**src/rtl/uart_rx_deserializer.sv**
```systemverilog
// 8N1 UART receive front-end: synchronizes the line, recovers frames at a fixed
// baud rate and hands bytes to a one-entry valid/ready holding register.
module uart_rx_deserializer #(
  parameter int CLK_FREQ = 100_000_000,
  parameter int BAUD     = 115_200,
  parameter int DIV      = CLK_FREQ / BAUD,
  parameter int HALF     = DIV / 2
) (
  input  logic       clock,
  input  logic       reset,
  input  logic       io_rx,
  output logic       io_deq_valid,
  input  logic       io_deq_ready,
  output logic [7:0] io_deq_bits,
  output logic       io_frame_err,
  output logic       io_overrun,
  output logic       io_busy
);

  localparam int CW = $clog2(DIV);
  localparam logic [CW-1:0] CNT_BIT  = CW'(DIV - 1);
  localparam logic [CW-1:0] CNT_HALF = CW'(HALF - 1);

  typedef enum logic [2:0] {
    S_IDLE,
    S_START,
    S_DATA,
    S_STOP,
    S_BREAK
  } state_t;

  state_t        state_q;
  logic          sync1_q;
  logic          rx_s_q;
  logic          rx_d_q;
  logic [2:0]    prime_q;
  logic [CW-1:0] cnt_q;
  logic [2:0]    idx_q;
  logic [7:0]    shift_q;
  logic [7:0]    bits_q;
  logic          valid_q;
  logic          frame_err_q;
  logic          overrun_q;
  logic          busy_q;

  logic          fall_d;
  logic          accept_d;

  // prime_q keeps the reset values of the sync flops from looking like a real
  // high level, so a line that is already low after reset is not a start edge.
  always_comb begin
    fall_d   = prime_q[2] & rx_d_q & ~rx_s_q;
    accept_d = ~valid_q | io_deq_ready;
  end

  always_ff @(posedge clock or posedge reset) begin
    if (reset) begin
      state_q     <= S_IDLE;
      sync1_q     <= 1'b1;
      rx_s_q      <= 1'b1;
      rx_d_q      <= 1'b1;
      prime_q     <= 3'b000;
      cnt_q       <= '0;
      idx_q       <= 3'd0;
      shift_q     <= 8'h00;
      bits_q      <= 8'h00;
      valid_q     <= 1'b0;
      frame_err_q <= 1'b0;
      overrun_q   <= 1'b0;
      busy_q      <= 1'b0;
    end else begin
      sync1_q     <= io_rx;
      rx_s_q      <= sync1_q;
      rx_d_q      <= rx_s_q;
      prime_q     <= {prime_q[1:0], 1'b1};
      frame_err_q <= 1'b0;
      overrun_q   <= 1'b0;

      // A plain handshake drains the holding register; a delivery below overrides it.
      if (valid_q && io_deq_ready) valid_q <= 1'b0;

      case (state_q)
        S_IDLE: begin
          if (fall_d) begin
            state_q <= S_START;
            cnt_q   <= '0;
            busy_q  <= 1'b1;
          end
        end
        S_START: begin
          if (cnt_q == CNT_HALF) begin
            cnt_q <= '0;
            idx_q <= 3'd0;
            if (rx_s_q) begin
              state_q <= S_IDLE;
              busy_q  <= 1'b0;
            end else begin
              state_q <= S_DATA;
            end
          end else begin
            cnt_q <= cnt_q + 1'b1;
          end
        end
        S_DATA: begin
          if (cnt_q == CNT_BIT) begin
            cnt_q          <= '0;
            shift_q[idx_q] <= rx_s_q;
            idx_q          <= idx_q + 3'd1;
            if (idx_q == 3'd7) state_q <= S_STOP;
          end else begin
            cnt_q <= cnt_q + 1'b1;
          end
        end
        S_STOP: begin
          if (cnt_q == CNT_BIT) begin
            cnt_q <= '0;
            if (rx_s_q) begin
              state_q <= S_IDLE;
              busy_q  <= 1'b0;
              if (accept_d) begin
                bits_q  <= shift_q;
                valid_q <= 1'b1;
              end else begin
                overrun_q <= 1'b1;
              end
            end else begin
              state_q     <= S_BREAK;
              frame_err_q <= 1'b1;
            end
          end else begin
            cnt_q <= cnt_q + 1'b1;
          end
        end
        S_BREAK: begin
          if (rx_s_q) begin
            state_q <= S_IDLE;
            busy_q  <= 1'b0;
          end
        end
        default: begin
          state_q <= S_IDLE;
          busy_q  <= 1'b0;
        end
      endcase
    end
  end

  assign io_deq_valid = valid_q;
  assign io_deq_bits  = bits_q;
  assign io_frame_err = frame_err_q;
  assign io_overrun   = overrun_q;
  assign io_busy      = busy_q;

endmodule
```
**config.mk**
```make
export PLATFORM = sky130hd
export DESIGN_NAME = uart_rx_deserializer
export DESIGN_NICKNAME = d
export VERILOG_FILES = /design/src/rtl/uart_rx_deserializer.sv
export SDC_FILE = /design/constraint.sdc
export NUM_CORES = 1
export LEC_CHECK = 0
export ABC_AREA = 1
export CORE_AREA = 5 5 98 54
export DETAILED_ROUTE_END_ITERATION = 8
export DIE_AREA = 0 0 103 59
export HOLD_SLACK_MARGIN = 0.06
export MAX_ROUTING_LAYER = met4
export PLACE_DENSITY = 0.8
export RECOVER_POWER = 50
export REMOVE_ABC_BUFFERS = 1
export SLEW_MARGIN = 25
export SYNTH_ARGS = -nofsm -noshare
export SYNTH_HDL_FRONTEND = slang
export SYNTH_SLANG_ARGS = --single-unit
```
**constraint.sdc**
```tcl
create_clock -name clock -period 2.03 [get_ports clock]
set_clock_uncertainty 0.1 [all_clocks]
set_input_delay 0.406 -clock clock [delete_from_list [all_inputs] [get_ports clock]]
set_output_delay 0.406 -clock clock [all_outputs]
set_load 0.005 [all_outputs]
```
==> results.yml, run 1 <==
placement:
  port_buffers: 15
  detailedPlacementHpwl_mm: 3.114
  dp.cells: 320
  pre_cts_slack_ns: 0.2788
  place.gp.congestion: 0.9126
  placed_area_mm2: 0.002350
detailed_routing:
  antenna_violating_nets_post_route: 0
  vias: 1671
  drt-initial-drc-count: 96
  detailedRoute.firstPassIterationCount: 4
  wirelength_mm: 4.096
  viasPerCell: 5.095
  route.detailed.drc: 0
  wl_per_cell_um: 12.49
timing:
  setup_viol_count_final: 0
  post-route-period-util_pct: 88.97
  final_setup_tns_ns: 0
  period_needed_ns: 1.806
  max-slew-margin-rel_pct: 48.33
  finalWorstSetupSlack_ns: 0.2238
  grt_setup_unrepaired: "false"
  maxClockFrequency_mhz: 553.7
  worst_slew_pin_slew_ns: 0.7750
  report.final.slew_viol_count: 0
  hold_viol_final: 0
worst_setup_path:
  cp_data_required_time_ns: 2.14
  maximum_net_fanout_on_the_critical_path: 5
  critical_path.startpoint_type: "flip-flop"
  critPathMaxStageDelay_ns: 0.42
  critical_path_arrival_ns: 1.92
  r2r_setup_slack_ns: 0.22
  crit_path_end_kind: "flip-flop"
  worst_path_most_repeated_cell: "nand2_1"
  worst_path_max_delay_cell: "dfrtp_1"
  cp_cell_sequence: "ha_1 > nand3_1 > nor2_1 > nand3_1 > a21oi_1 > nand2_1 > nand2_1 > nand2_1"
  worstSetupPathType: "reg2reg"
global_route:
  first_global_vias: 1603
  grt_start_max_net_pins: 22
  grt_first_pass_wirelength_mm: 7.203
  antenna_found_initial: 0
  groute.usage.overall_pct: 15.95
  global_route.overflow_total: 0
cells_and_area:
  insertedDiodeCount: 0
  synthToLayoutAreaGrowth_pct: 15.16
  final_cell_area_mm2: 0.002424
  mostFrequentLayoutCell: "nand2_1"
  fin_cells: 328
  drive_gt1_share_pct: 12.92
  nets: 278
  mostFrequentLayoutCells: "60 x nand2_1, 39 x dfrtp_1, 31 x inv_1"
  final_core_util_pct: 56.41
clock_network:
  number_of_buffers_created_by_cts: 5
  cts_setup_buffers: 0
  clk_transition_reported_paths_ns: 0.10
  tritoncts: "yes"
  cts_sinks: 42
  worstSkewPairLatency_ns: 0.31
  postCtsResizedCells: 0
  cts.htree.levels: 2
  clock_tree.root_cell: "clkbuf_8"
  ctsLongestPathBuffers: 2
  cts_hold_buf: 0
die:
  std_cell_rows: 17
  ios: 16
  fp.dieW_um: 103
  initial_utilization_pct: 48.98
  core-area_mm2: 0.004297
  floorplan.die_area_mm2: 0.006077
  fp.dieH_um: 59
synthesis:
  mappedNetlistArea_mm2: 0.002105
  synth-seq-area-share_pct: 50.12
  netlist_instances: 247
  postSynthRegisterBits: 42
  synth.yosys.warnings: 0
  syn-mean-instance-area_um2: 8.520
  synth_cell_types: 33
power_and_ir_drop:
  leakage_nw: 1.093
  vdd_ir_drop_max_v: 0.0003769
  pwr_density_cell_mw_per_mm2: 953.7
outcome:
  run_status: "finished, final reports clean"
flow_run:
  maxcap_violations: 0
worst_hold_path:
  min_path_type: "reg2reg"
final timing paths:
| path | from | to | cells past startpoint |
|---|---|---|---|
| max in group asynchronous | reset | shift_q[3] | 3 |
| min | prime_q[1] | prime_q[2] | 0 |
| min reg2reg | prime_q[1] | prime_q[2] | 0 |
| max | cnt_q[0] | state_q[1] | 8 |
| min in group asynchronous | reset | idx_q[2] | 2 |
| max reg2reg | cnt_q[0] | state_q[1] | 8 |
logic make-up after synthesis:
family	share of synthesized area, %
buffers and inverters	6.718
other	0.1782
AOI/OAI and AO/OA	9.038
DFF	50.12
and+or+nand+nor	29.49
adders and majority gates	2.378
xor gates and xnor gates	2.081
layout make-up:
cell class,count,area (µm²)
Fill cell,370,1873
Sequential cell,42,1055
Multi-Input combinational cell,169,908.4
Timing Repair Buffer,18,166.4
Inverter,34,130.1
Tap cell,57,71.32
Clock buffer,5,68.82
Clock inverter,3,23.77
metrics by stage:
stage	total power (W)	hold slack [ns]
after floorplan	0.001569	0.2312
after global placement	0.001718	0.2336
after detailed placement	0.001761	0.2365
after CTS	0.002332	0.2532
after global routing	0.002467	0.2677
final	0.002311	0.2524
per-layer routing:
layer,up-vias,global-route usage (%),wire [µm]
met2,51,26.07,1944
li1,835,-,-
met4,0,7.380,78
met5,-,-,0
met1,778,18.69,1848
met3,7,3.995,225
worst max-delay path: cells and delay by family, from the launching register on:
family / cells / cell delay [ns]
simple gates: 6 / 0.69
flops: 1 / 0.42
fa+ha+maj: 1 / 0.26
compound gates: 1 / 0.25
synth_stat cells (all sizes together):
master  instances  area share [%]
nand3b          1            0.36
o211ai          1            0.36
clkbuf          1            0.18
a31oi           1            0.30
nor3            6             2.5
o21bai          1            0.36
dfrtp          39              46
nand3          23             5.9
nand2          66              13
o21ai          23             5.8
nand4           4             1.2
inv            34             6.2
ha              4             2.4
dfstp           3             3.7
a21oi           3             1.2
o31ai           1            0.36
o22ai           2            0.59
nor2           27             6.8
conb            1            0.18
xor2            5             2.1
buf             1            0.36
report_power, final:
part           internal, W  total (W)  switching [W]  leakage (nW)
Sequential        0.000923    0.00103       0.000105         0.558
Combinational     0.000237   0.000719       0.000482         0.494
Clock             0.000246   0.000565       0.000319        0.0408
Total              0.00141    0.00231       0.000905          1.09
registers in the layout, indices dropped and copies added (netlist names):
signal	flops
cnt_q	10
io_deq_bits	8
shift_q	8
idx_q	3
prime_q	3
state_q	3
io_busy	1
io_deq_valid	1
io_frame_err	1
io_overrun	1
rx_d_q	1
rx_s_q	1
sync1_q	1
Power figures use the tool's default switching activity.
==> inputs of run 2 (changes only) <==
Settings changed: CORE_AREA 5 5 98 54 to 10 10 103 59, DIE_AREA 0 0 103 59 to 0 0 113 69.
==> run 2 against run 1 <==
  * Core utilization grew 0.51 points
  * Design area grew 0.41%
  * Global-route usage shrank 3.4 points
  * Via count grew 0.24%
  * Combinational power grew 3.2%
  * Sequential cell count is the same
  * Setup slack gained 0.0025 ns
  * Total power grew 0.23%
  * Fmax grew 0.14%
  * Critical path type unchanged
  * Largest cell class unchanged
  * Largest power group unchanged
  * Highest routed layer is now met3
==> results.yml, run 2 (same netlist as run 1, synthesis figures left out) <==
clock_network:
  tritoncts: "yes"
  cts_hold_buf: 0
  cts_setup_buffers: 0
  clock_tree.root_cell: "clkbuf_8"
  cts.htree.levels: 2
  cts_sinks: 42
  ctsLongestPathBuffers: 2
  clk_transition_reported_paths_ns: 0.08
  postCtsResizedCells: 0
  number_of_buffers_created_by_cts: 5
  worstSkewPairLatency_ns: 0.29
placement:
  detailedPlacementHpwl_mm: 3.502
  placed_area_mm2: 0.002357
  port_buffers: 15
  pre_cts_slack_ns: 0.2064
  dp.cells: 321
  place.gp.congestion: 0.9824
worst_setup_path:
  timing.critical_path.max_delay_family: "simple AND/OR/NAND/NOR gates"
  critical_path.startpoint_type: "flip-flop"
  critical_path_arrival_ns: 1.87
  critPathMaxStageDelay_ns: 0.42
  crit_path_end_kind: "flip-flop"
  worstSetupPathType: "reg2reg"
  cp_cell_sequence: "ha_1 > nand2_1 > nor2_1 > nand2_1 > nor2_4 > nand3_2 > nand2_1 > o21ai_1"
  worst_path_most_repeated_cell: "nand2_1"
  maximum_net_fanout_on_the_critical_path: 16
  worst_path_max_delay_cell: "dfrtp_1"
  worstPathBufferInverterCount: 0
  cp_data_required_time_ns: 2.10
power_and_ir_drop:
  total_power_w: 0.002317
  power_report.internal_total_w: 0.001442
  vdd_ir_drop_max_v: 0.0003952
  pwr_density_cell_mw_per_mm2: 952.0
  leakage_nw: 1.106
  power.share.combinational_pct: 32.0
  netSwitchingPower_w: 0.0008747
  power_frac_clock_pct: 23.7
  netSwitchingFraction_pct: 37.76
  power_frac_seq_pct: 44.2
cells_and_area:
  fin_cells: 329
  largest-register: "cnt_q"
  insertedDiodeCount: 0
  final_cell_area_mm2: 0.002434
  synthToLayoutAreaGrowth_pct: 15.64
  max_ffs_per_register: 10
  nets: 279
  mostFrequentLayoutCell: "nand2_1"
  mostFrequentLayoutCells: "60 x nand2_1, 39 x dfrtp_1, 31 x inv_1"
  drive_gt1_share_pct: 13.60
detailed_routing:
  antenna_violating_nets_post_route: 0
  vias: 1675
  drt-initial-drc-count: 96
  route.detailed.drc: 0
  wirelength_mm: 4.489
  viasPerCell: 5.091
  detailedRoute.firstPassIterationCount: 5
  wl_per_cell_um: 13.64
global_route:
  antenna_found_initial: 0
  grt_first_pass_wirelength_mm: 7.928
  global_route.overflow_total: 0
  grt_start_max_net_pins: 43
  first_global_vias: 1581
  groute.usage.overall_pct: 12.53
timing:
  finalWorstSetupSlack_ns: 0.2263
  post-route-period-util_pct: 88.85
  maxClockFrequency_mhz: 554.4
  setup_viol_count_final: 0
  final_setup_tns_ns: 0
  grt_setup_unrepaired: "false"
  worst_slew_pin_slew_ns: 0.9903
  max-slew-margin-rel_pct: 33.98
  report.final.slew_viol_count: 0
  period_needed_ns: 1.804
  hold_viol_final: 0
die:
  ios: 16
  initial_utilization_pct: 49.22
  fp.dieH_um: 69
  std_cell_rows: 17
  fp.dieW_um: 113
  core-area_mm2: 0.004275
  floorplan.die_area_mm2: 0.007797
worst_hold_path:
  min_path_type: "reg2reg"
outcome:
  run_status: "finished, final reports clean"
flow_run:
  maxcap_violations: 0
-- run 2: cell types whose count changed in the layout (fill, tap and decap cells not counted) --
cell,change
dfstp_2,+1
buf_4,+1
dfstp_1,-1
clkinvlp_4,-1
clkinv_2,+1
inv_6,-1
clkbuf_8,+1
-- run 2: worst paths after layout --
check                            from              to  slack (ns)  cells past startpoint
setup / recovery             cnt_q[0]  io_deq_bits[4]        0.23                      8
hold / removal             prime_q[1]      prime_q[2]        0.25                      0
setup reg to reg             cnt_q[0]  io_deq_bits[4]        0.23                      8
hold reg to reg            prime_q[1]      prime_q[2]        0.25                      0
max in group asynchronous       reset      shift_q[6]        0.46                      3
min in group asynchronous       reset      state_q[1]        0.77                      3
-- run 2: per-stage QoR --
stage | util (%) | hold slack (ns)
2_1_floorplan | - | 0.2312
3_3_place_gp | 55.14 | 0.2316
3_5_place_dp | 55.14 | 0.2364
4_1_cts | 57.36 | 0.2543
5_1_grt | 56.92 | 0.2594
6_report | 56.92 | 0.2523
-- run 2: final cells by class --
| class | instances | area (µm²) |
|---|---|---|
| well taps | 57 | 71.32 |
| repair buffers | 19 | 173.9 |
| fillers | 359 | 1842 |
| inverters | 34 | 130.1 |
| clock inverters | 2 | 12.51 |
| clock buffers | 6 | 82.58 |
| multi-input cells | 169 | 908.4 |
| flip-flops and latches | 42 | 1055 |
-- run 2: power by group through the flow --
| stage | sequential [W] | combinational (W) | clock, W |
|---|---|---|---|
| after floorplan | 0.00102 | 0.000546 | 0 |
| after global placement | 0.00104 | 0.000719 | 0 |
| after detailed placement | 0.00104 | 0.000736 | 0 |
| after CTS | 0.00103 | 0.000741 | 0.000567 |
| after global routing | 0.00104 | 0.000825 | 0.000603 |
| final | 0.00102 | 0.000742 | 0.000550 |
-- run 2: layer usage --
layer  GRT usage [%]  share of wire, %  vias up  wire (µm)
met5               -                 0        -          0
li1                -                 -      837          -
met4           2.500                 0        0          0
met3           4.307                10        0        462
met1           19.69                55      774       2473
met2           14.20                35       64       1553
